[src/rtl/pipeline_hazard_ctrl.sv]
// Scoreboard stall/flush controller for a 5-stage in-order pipeline.
// Tracks busy destination registers from issue until the regfile write lands.
module pipeline_hazard_ctrl #(
    parameter int WB_LAT = 3,
    parameter int CNT_W  = 32
) (
    input  logic             clk_i,
    input  logic             rst_i,
    input  logic             id_valid_i,
    input  logic [4:0]       id_rs1_i,
    input  logic [4:0]       id_rs2_i,
    input  logic             id_re1_i,
    input  logic             id_re2_i,
    input  logic             id_we_i,
    input  logic [4:0]       id_rd_i,
    input  logic             branch_taken_i,
    output logic             pc_stall_o,
    output logic             if_id_stall_o,
    output logic             if_id_flush_o,
    output logic             id_exe_flush_o,
    output logic             issue_o,
    output logic [CNT_W-1:0] stall_cnt_o,
    output logic [CNT_W-1:0] flush_cnt_o,
    output logic             sb_err_o
);

    localparam logic [1:0] LAT = 2'(WB_LAT);
    localparam logic [2:0] RUN_LIMIT = 3'(WB_LAT);

    logic [1:0]  busy_cnt [1:31];
    logic [31:0] busy_vec;
    logic [2:0]  run_cnt;
    logic        hazard;
    logic        stall;

    function automatic logic [2:0] sat_inc(input logic [2:0] v);
        return (v == 3'd7) ? v : v + 3'd1;
    endfunction

    // Bit 0 stays clear so x0 reads never match a busy entry.
    always_comb begin
        busy_vec = '0;
        for (int i = 1; i < 32; i++) begin
            busy_vec[i] = (busy_cnt[i] != 2'd0);
        end
    end

    always_comb begin
        hazard = id_valid_i &&
                 ((id_re1_i && busy_vec[id_rs1_i]) || (id_re2_i && busy_vec[id_rs2_i]));
        stall  = hazard && !branch_taken_i;
    end

    // Taken branch wins over a hazard: the ID instruction is on the wrong path.
    always_comb begin
        pc_stall_o     = 1'b0;
        if_id_stall_o  = 1'b0;
        if_id_flush_o  = 1'b0;
        id_exe_flush_o = 1'b0;
        issue_o        = 1'b0;
        if (branch_taken_i) begin
            if_id_flush_o  = 1'b1;
            id_exe_flush_o = 1'b1;
        end else if (hazard) begin
            pc_stall_o     = 1'b1;
            if_id_stall_o  = 1'b1;
            id_exe_flush_o = 1'b1;
        end else begin
            issue_o = id_valid_i;
        end
    end

    always_ff @(posedge clk_i or negedge rst_i) begin
        if (!rst_i) begin
            for (int i = 1; i < 32; i++) begin
                busy_cnt[i] <= 2'd0;
            end
        end else begin
            for (int i = 1; i < 32; i++) begin
                if (issue_o && id_we_i && (id_rd_i == 5'(i))) begin
                    busy_cnt[i] <= LAT;
                end else if (busy_cnt[i] != 2'd0) begin
                    busy_cnt[i] <= busy_cnt[i] - 2'd1;
                end
            end
        end
    end

    // A stall longer than the busy window means the scoreboard lost track.
    always_ff @(posedge clk_i or negedge rst_i) begin
        if (!rst_i) begin
            stall_cnt_o <= '0;
            flush_cnt_o <= '0;
            run_cnt     <= 3'd0;
            sb_err_o    <= 1'b0;
        end else begin
            stall_cnt_o <= stall_cnt_o + {{(CNT_W-1){1'b0}}, stall};
            flush_cnt_o <= flush_cnt_o + {{(CNT_W-1){1'b0}}, branch_taken_i};
            run_cnt     <= stall ? sat_inc(run_cnt) : 3'd0;
            if (stall && (run_cnt >= RUN_LIMIT)) begin
                sb_err_o <= 1'b1;
            end
        end
    end

endmodule

[config.mk]
export PLATFORM = sky130hd
export DESIGN_NAME = pipeline_hazard_ctrl
export DESIGN_NICKNAME = d
export VERILOG_FILES = /design/src/rtl/pipeline_hazard_ctrl.sv
export SDC_FILE = /design/constraint.sdc
export NUM_CORES = 1
export LEC_CHECK = 0
export BUFFER_PORTS_ARGS = -buffer_cell sky130_fd_sc_hd__buf_2
export CAP_MARGIN = 15
export CORE_MARGIN = 8
export CORE_UTILIZATION = 63
export DETAILED_ROUTE_END_ITERATION = 7
export PLACE_DENSITY = 0.87
export SYNTH_ARGS = -nofsm -noshare
export SYNTH_HDL_FRONTEND = slang
export SYNTH_SLANG_ARGS = --single-unit
[constraint.sdc]
create_clock -name clk_i -period 6 [get_ports clk_i]
set_input_delay 1.8 -clock clk_i [delete_from_list [all_inputs] [get_ports clk_i]]
set_output_delay 1.8 -clock clk_i [all_outputs]
set_load 0.01 [all_outputs]
==> flow_summary_export.csv, run 1 <==
group,metric,value,unit
floorplanning,die_x,121,um
timing,rsz0062_at_grt,"no",
route,wire_per_inst,17.0,um
route,drt_iter0_drc,391,
synthesis,ys_types,45,
timing,clock.fmax,0.181,GHz
clock_network,cts.path.max_buffers,2,
synthesis,yosys.area_share.simple,12.3,%
clock_network,cts.htree.levels,4,
run,drv_cap,0,
pwr,powerDensity,482,nW/um^2
setup_path,rr_worst_depth,16,
synthesis,synth_top_family_by_area,"simple AND/OR/NAND/NOR gates",
synthesis,synth_compound_area_share,10.3,%
placed_design,io_buffers,91,
pwr,leakage,4.03,nW
clock_network,hold_buffers,0,
synthesis,ys_seq_area_share,47.1,%
clock_network,cts_tree,"yes",
global_route,grt-ovfl-total,0,
floorplanning,core_area,10700,sq um
pwr,peakVddDrop,0.241,mV
timing,maxSlewViolCount,0,
clock_network,root_buffer,"clkbuf_8",
route,vias_per_cell,5.79,
layout,insertedDiodeCount,0,
timing,hold_viol,0,
floorplanning,num_rows,38,
placed_design,hpwl,10500,um
synthesis,syn_area,6900,sq um
synthesis,synth-adder-area-share,6.89,%
setup_path,critPathCaptureType,"output port",
global_route,grt_max_degree,64,
pwr,total_power,3.88,mW
floorplanning,die_h,121,um
global_route,antenna_found_initial,0,
synthesis,synth_edf_count,0,
clock_network,numCtsBuffers,17,
synthesis,synth-main-ff-cell,"dfrtp_1",
global_route,grt_usage,22.0,%
min_path,whs_path_depth,1,
timing,slew_headroom,41.5,%
timing,period_share,92.2,%
synthesis,synthArstFlopShare,100,%
floorplanning,start_util,64.2,%
synthesis,synth_xor_area_share,11.7,%
layout,fin_util,74.9,%
clock_network,post_cts_buffers,0,
timing,finalClockSkew,8.46,ps
floorplanning,io-pin-count,92,
synthesis,syn_nets,708,
timing,worst_slew_pin_slew,873,ps
route,vias,5173,
timing,fin_hold_ws,464,ps
synthesis,netlist_instances,648,
layout,layout-drive-gt1-share,19.6,%
layout,nNetsFinal,801,
route,drt-total-wl,15200,um
layout,final_cell_mix,"dfrtp_1 (130), buf_2 (90), inv_1 (73), nor2_1 (50), xor2_1 (50)",
route,drtPass1Iterations,4,
timing,fin_tns_setup,0,ps
synthesis,avgSynthCellArea,10.7,sq um
synthesis,synthMuxAreaShare,5.62,%
outcome,outcome,"completed",
placed_design,place_worst_setup_slack,455,ps
layout,synthToLayoutAreaGrowth,16.6,%
global_route,grt_pass1_wl,25900,um
timing,setup_ws,466,ps
setup_path,cp.arrival,3730,ps
synthesis,synth-warning-count,0,
timing,min_period,5530,ps
setup_path,crit_path_start_kind,"primary input",
timing,setup_viol,0,
synthesis,synth-seq-cells,130,
layout,final_common_cell,"dfrtp_1",
setup_path,crit_type,"in2out",
clock_network,post_cts_resize_count,0,
floorplanning,dieArea,14600,sq um
route,drc_errors,0,
placed_design,gp_congestion,0.888,
global_route,grt_pass1_vias,5500,
clock_network,clk-insertion-delay-late,520,ps
setup_path,critPathMaxFanout,9,
route,postRouteAntennaNets,0,
clock_network,clock_sinks,130,
min_path,hp-class,"reg2reg",
setup_path,cp_data_required_time,4200,ps
clock_network,clk_pin_slew,60,ps
-- cells by family (layout without fill, tap and decap cells) --
| kind of cell | after synthesis | after routing |
|---|---|---|
| AND/OR/NAND/NOR | 167 | 167 |
| multiplexers | 21 | 21 |
| buffers and inverters | 94 | 200 |
| flip-flops | 130 | 130 |
| AO/OA/AOI/OAI | 106 | 106 |
| adder cells (fa/ha/maj) | 38 | 38 |
| XOR/XNOR | 92 | 92 |
-- per-stage QoR --
stage	cell area [sq um]	std cells
6_report	8050	894
5_1_grt	8050	894
4_1_cts	8050	894
3_5_place_dp	7430	862
3_3_place_gp	7430	862
2_1_floorplan	6900	648
-- flip-flops by register name, indices dropped and copies added, names as in the netlist --
| signal | count |
|---|---|
| busy_cnt | 62 |
| flush_cnt_o | 32 |
| stall_cnt_o | 32 |
| run_cnt | 3 |
| sb_err_o | 1 |
-- where the power goes --
| group | internal, mW | switching (mW) | total [mW] |
|---|---|---|---|
| Combinational | 0.669 | 0.799 | 1.47 |
| Sequential | 1.16 | 0.170 | 1.33 |
| Clock | 0.696 | 0.383 | 1.08 |
| Total | 2.53 | 1.35 | 3.88 |
-- per-layer routing --
metal  track usage [%]  part of all wire (%)
met4              9.84                   2.7
met5                 0                     0
met1              26.7                    42
met2              36.7                    49
met3              5.36                   5.7
-- final timing paths --
path | from | end | slack, ps
worst max-delay path | id_rs2_i[0] | pc_stall_o | 470
worst min-delay path | sb_err_o | sb_err_o | 460
worst max register to register | busy_cnt[36] | stall_cnt_o[26] | 1990
worst min register to register | sb_err_o | sb_err_o | 460
max in group asynchronous | rst_i | stall_cnt_o[18] | 3720
min in group asynchronous | rst_i | flush_cnt_o[3] | 1230
-- synthesized netlist by cell type (2+ instances only) --
cell,count,area share (%)
and4_1,8,1.0
mux2i_1,5,0.73
dfrtp_1,130,47
xnor2_1,42,5.3
o31ai_1,48,5.2
buf_6,7,1.1
o21ai_1,3,0.22
and2_1,4,0.36
o22a_1,2,0.25
nor3_1,9,0.65
nand3b_1,6,0.65
and3_1,9,0.82
o41ai_1,2,0.25
nand2_1,28,1.5
or3_1,7,0.63
buf_4,3,0.33
ha_1,38,6.9
buf_2,3,0.22
nor2b_1,3,0.27
nand3_1,24,1.7
mux2_2,2,0.33
nand4_1,12,1.1
xor2_1,50,6.3
clkbuf_1,8,0.44
a21oi_1,30,2.2
nor2_1,50,2.7
nand2b_1,4,0.36
o21ai_0,9,0.65
inv_1,73,4.0
mux4_2,14,4.6
-- area by class of cell --
class                      instances  area, sq um
multi-input combinational        424         3240
timing repair buffer              95          488
fill                             720         2700
sequential                       130         3250
clock inverter                    13          181
inverter                          73          274
tap                              140          175
clock buffer                      19          442
-- worst max-delay path, stage by stage --
cell and delay (ps):
buf_2 240, mux4_2 530, and2_1 180, o31ai_2 200, mux2i_1 170, o22a_1 270
nor2_1 180, buf_2 170
Note: power is estimated with default switching activity, not from simulation.
==> run 2: changes to the inputs <==
- ABC_AREA: default -> 1
- CORE_UTILIZATION: 63 -> 64
- PLACE_DENSITY: 0.87 -> 0.88
==> flow_summary_export.csv, run 2 <==
group,metric,value,unit
layout,synthToLayoutAreaGrowth,16.1,%
floorplanning,num_rows,40,
floorplanning,dieArea,15800,sq um
setup_path,critPathMaxFanout,16,
synthesis,synth_top_area_share,42.3,%
pwr,seqPwrFrac,34.4,%
timing,fin_tns_setup,0,ps
pwr,p_comb_share,34.7,%
synthesis,synth-warning-count,0,
floorplanning,start_util,64.8,%
synthesis,yosys-top-cells-area,"dfrtp_1 (42%), nand2_1 (12%), xor2_1 (8.9%), inv_1 (7.5%), ha_1 (6.2%)",
placed_design,gp_congestion,0.910,
layout,largest_reg_flops,62,
layout,reg_top3,"busy_cnt (62), flush_cnt_o (32), stall_cnt_o (32)",
synthesis,netlist_instances,949,
timing,period_share,87.0,%
synthesis,ys_types,32,
clock_network,clock_sinks,130,
timing,clock.fmax,0.192,GHz
placed_design,hpwl,13000,um
synthesis,synth_most_common_cell,"nand2_1",
setup_path,crit_type,"in2out",
layout,final_common_cell,"nand2_1",
pwr,peakVddDrop,0.309,mV
layout,multi_input_area,3720,sq um
min_path,hp-class,"reg2reg",
clock_network,cts_tree,"yes",
timing,rsz0062_at_grt,"no",
timing,slew_headroom,43.4,%
setup_path,cp.arrival,3420,ps
layout,seqCellArea,3250,sq um
layout,nFillCells,822,
route,wire_per_inst,15.0,um
route,drt_iter0_drc,669,
pwr,total_power,3.90,mW
route,drc_errors,0,
pwr,leakage,4.92,nW
pwr,powerDensity,438,nW/um^2
clock_network,post_cts_buffers,0,
layout,instances_no_fill,1202,
pwr,pwr-share-clk,30.9,%
global_route,grt_pass1_wl,30000,um
pwr,swShare,35.8,%
pwr,internal_power,2.51,mW
route,vias_per_cell,5.38,
floorplanning,core_area,11900,sq um
layout,regMostFlops,"busy_cnt",
clock_network,cts.path.max_buffers,2,
global_route,grt_usage,23.4,%
route,postRouteAntennaNets,0,
layout,insertedDiodeCount,0,
global_route,grt_max_degree,75,
synthesis,synth_top_area_cell,"dfrtp_1",
synthesis,synth_common_cells,"nand2_1 (246), inv_1 (153), dfrtp_1 (130), nor2_1 (78), xor2_1 (78)",
floorplanning,die_h,126,um
run,drv_cap,0,
setup_path,cp_data_required_time,4200,ps
clock_network,numCtsBuffers,17,
clock_network,root_buffer,"clkbuf_16",
layout,final_cell_mix,"nand2_1 (246), inv_1 (153), dfrtp_1 (130), buf_2 (90)",
clock_network,clk-insertion-delay-late,430,ps
global_route,grt-ovfl-total,0,
route,drtPass1Iterations,5,
timing,setup_viol,0,
timing,min_period,5220,ps
synthesis,avgSynthCellArea,8.10,sq um
layout,layout-drive-gt1-share,16.2,%
floorplanning,die_x,126,um
floorplanning,io-pin-count,92,
synthesis,ys_seq_area_share,42.3,%
layout,nNetsFinal,1102,
global_route,grt_pass1_vias,6428,
synthesis,synth_edf_count,0,
placed_design,dp_cells,1170,
outcome,outcome,"completed",
synthesis,syn_area,7690,sq um
clock_network,post_cts_resize_count,0,
setup_path,crit_path_start_kind,"primary input",
timing,worst_slew_pin_slew,849,ps
timing,maxSlewViolCount,0,
timing,finalClockSkew,11.5,ps
synthesis,synth-seq-cells,130,
clock_network,cts.htree.levels,4,
synthesis,synth-main-ff-cell,"dfrtp_1",
route,vias,6470,
synthesis,syn_nets,1009,
pwr,power.switching,1.40,mW
timing,hold_viol,0,
clock_network,clk_pin_slew,60,ps
setup_path,critPathCaptureType,"output port",
route,drt-total-wl,18100,um
global_route,antenna_found_initial,1,
clock_network,hold_buffers,0,
synthesis,synthArstFlopShare,100,%
placed_design,io_buffers,91,
[run 2: cell count changes in the layout (fill, tap and decap cells not counted), moves of 9 or more]
cell,change
xnor2_1,-30
nand3_2,+31
a21oi_1,-28
nand3_1,+42
and3_1,-9
mux4_2,-14
o31ai_1,-48
o21ai_0,+24
nor3_1,+12
nor2_1,+28
inv_1,+80
nand2_1,+218
xor2_1,+28
[run 2: logic make-up after synthesis]
group	synth area share, %
compound gates	2.46
xor+xnor	10.3
fa+ha+maj	6.18
buf+inv	9.24
flops	42.3
mux	0.130
simple gates	29.4
[run 2: worst max-delay path: stages]
cell	delay (ps)
buf_2	260
inv_2	190
o21ai_0	200
nand3_1	90
nand3_1	90
nand2_1	50
nand2_1	50
nand3_1	110
nand2_4	140
nand3_1	150
inv_1	140
buf_2	140
[run 2: path summary, 6_finish.rpt]
kind                                   endpoint  slack (ps)  cells past startpoint       startpoint
max in group asynchronous          busy_cnt[36]        3750                      2            rst_i
worst min register to register  flush_cnt_o[31]         460                      1  flush_cnt_o[31]
worst max-delay path              if_id_stall_o         780                     12      id_rs2_i[0]
worst min-delay path            flush_cnt_o[31]         460                      1  flush_cnt_o[31]
worst max register to register  stall_cnt_o[22]        2230                     23     busy_cnt[14]
min in group asynchronous       stall_cnt_o[15]        1420                      1            rst_i
[run 2: final cells by class]
cell class	instances	area share (%)
clock buffers	20	5.23
clock inverters	12	2.55
inverters	155	6.52
multi-input cells	645	41.7
flip-flops and latches	130	36.5
well taps	147	2.06
repair buffers	93	5.44
[run 2: metrics by stage]
| step | util, % | cell area [sq um] | hold WS [ps] | setup slack [ps] |
|---|---|---|---|---|
| finish | 75.2 | 8920 | 465 | 781 |
| global route | 75.2 | 8920 | 488 | 611 |
| CTS | 75.2 | 8920 | 467 | 837 |
| detailed placement | 69.4 | 8230 | 455 | 858 |
| global placement | 69.4 | 8230 | 450 | 893 |
| floorplan | - | 7690 | 462 | 1090 |
[run 2: layer usage]
layer	share of wire, %	track usage (%)	vias to the layer above	routed length, um
met5	0.055	0	-	10
met4	2.2	9.38	2	399
met3	7.2	5.78	42	1300
met2	49	39.1	266	8780
met1	42	28.5	3014	7600
li1	-	-	3146	-
[run 2: power by group through the flow]
stage	Sequential (mW)	Combinational [mW]	Clock, mW
global route	1.38	1.56	1.25
global placement	1.34	1.24	0
floorplan	1.34	0.980	0
detailed placement	1.35	1.33	0
finish	1.34	1.36	1.21
CTS	1.34	1.36	1.21
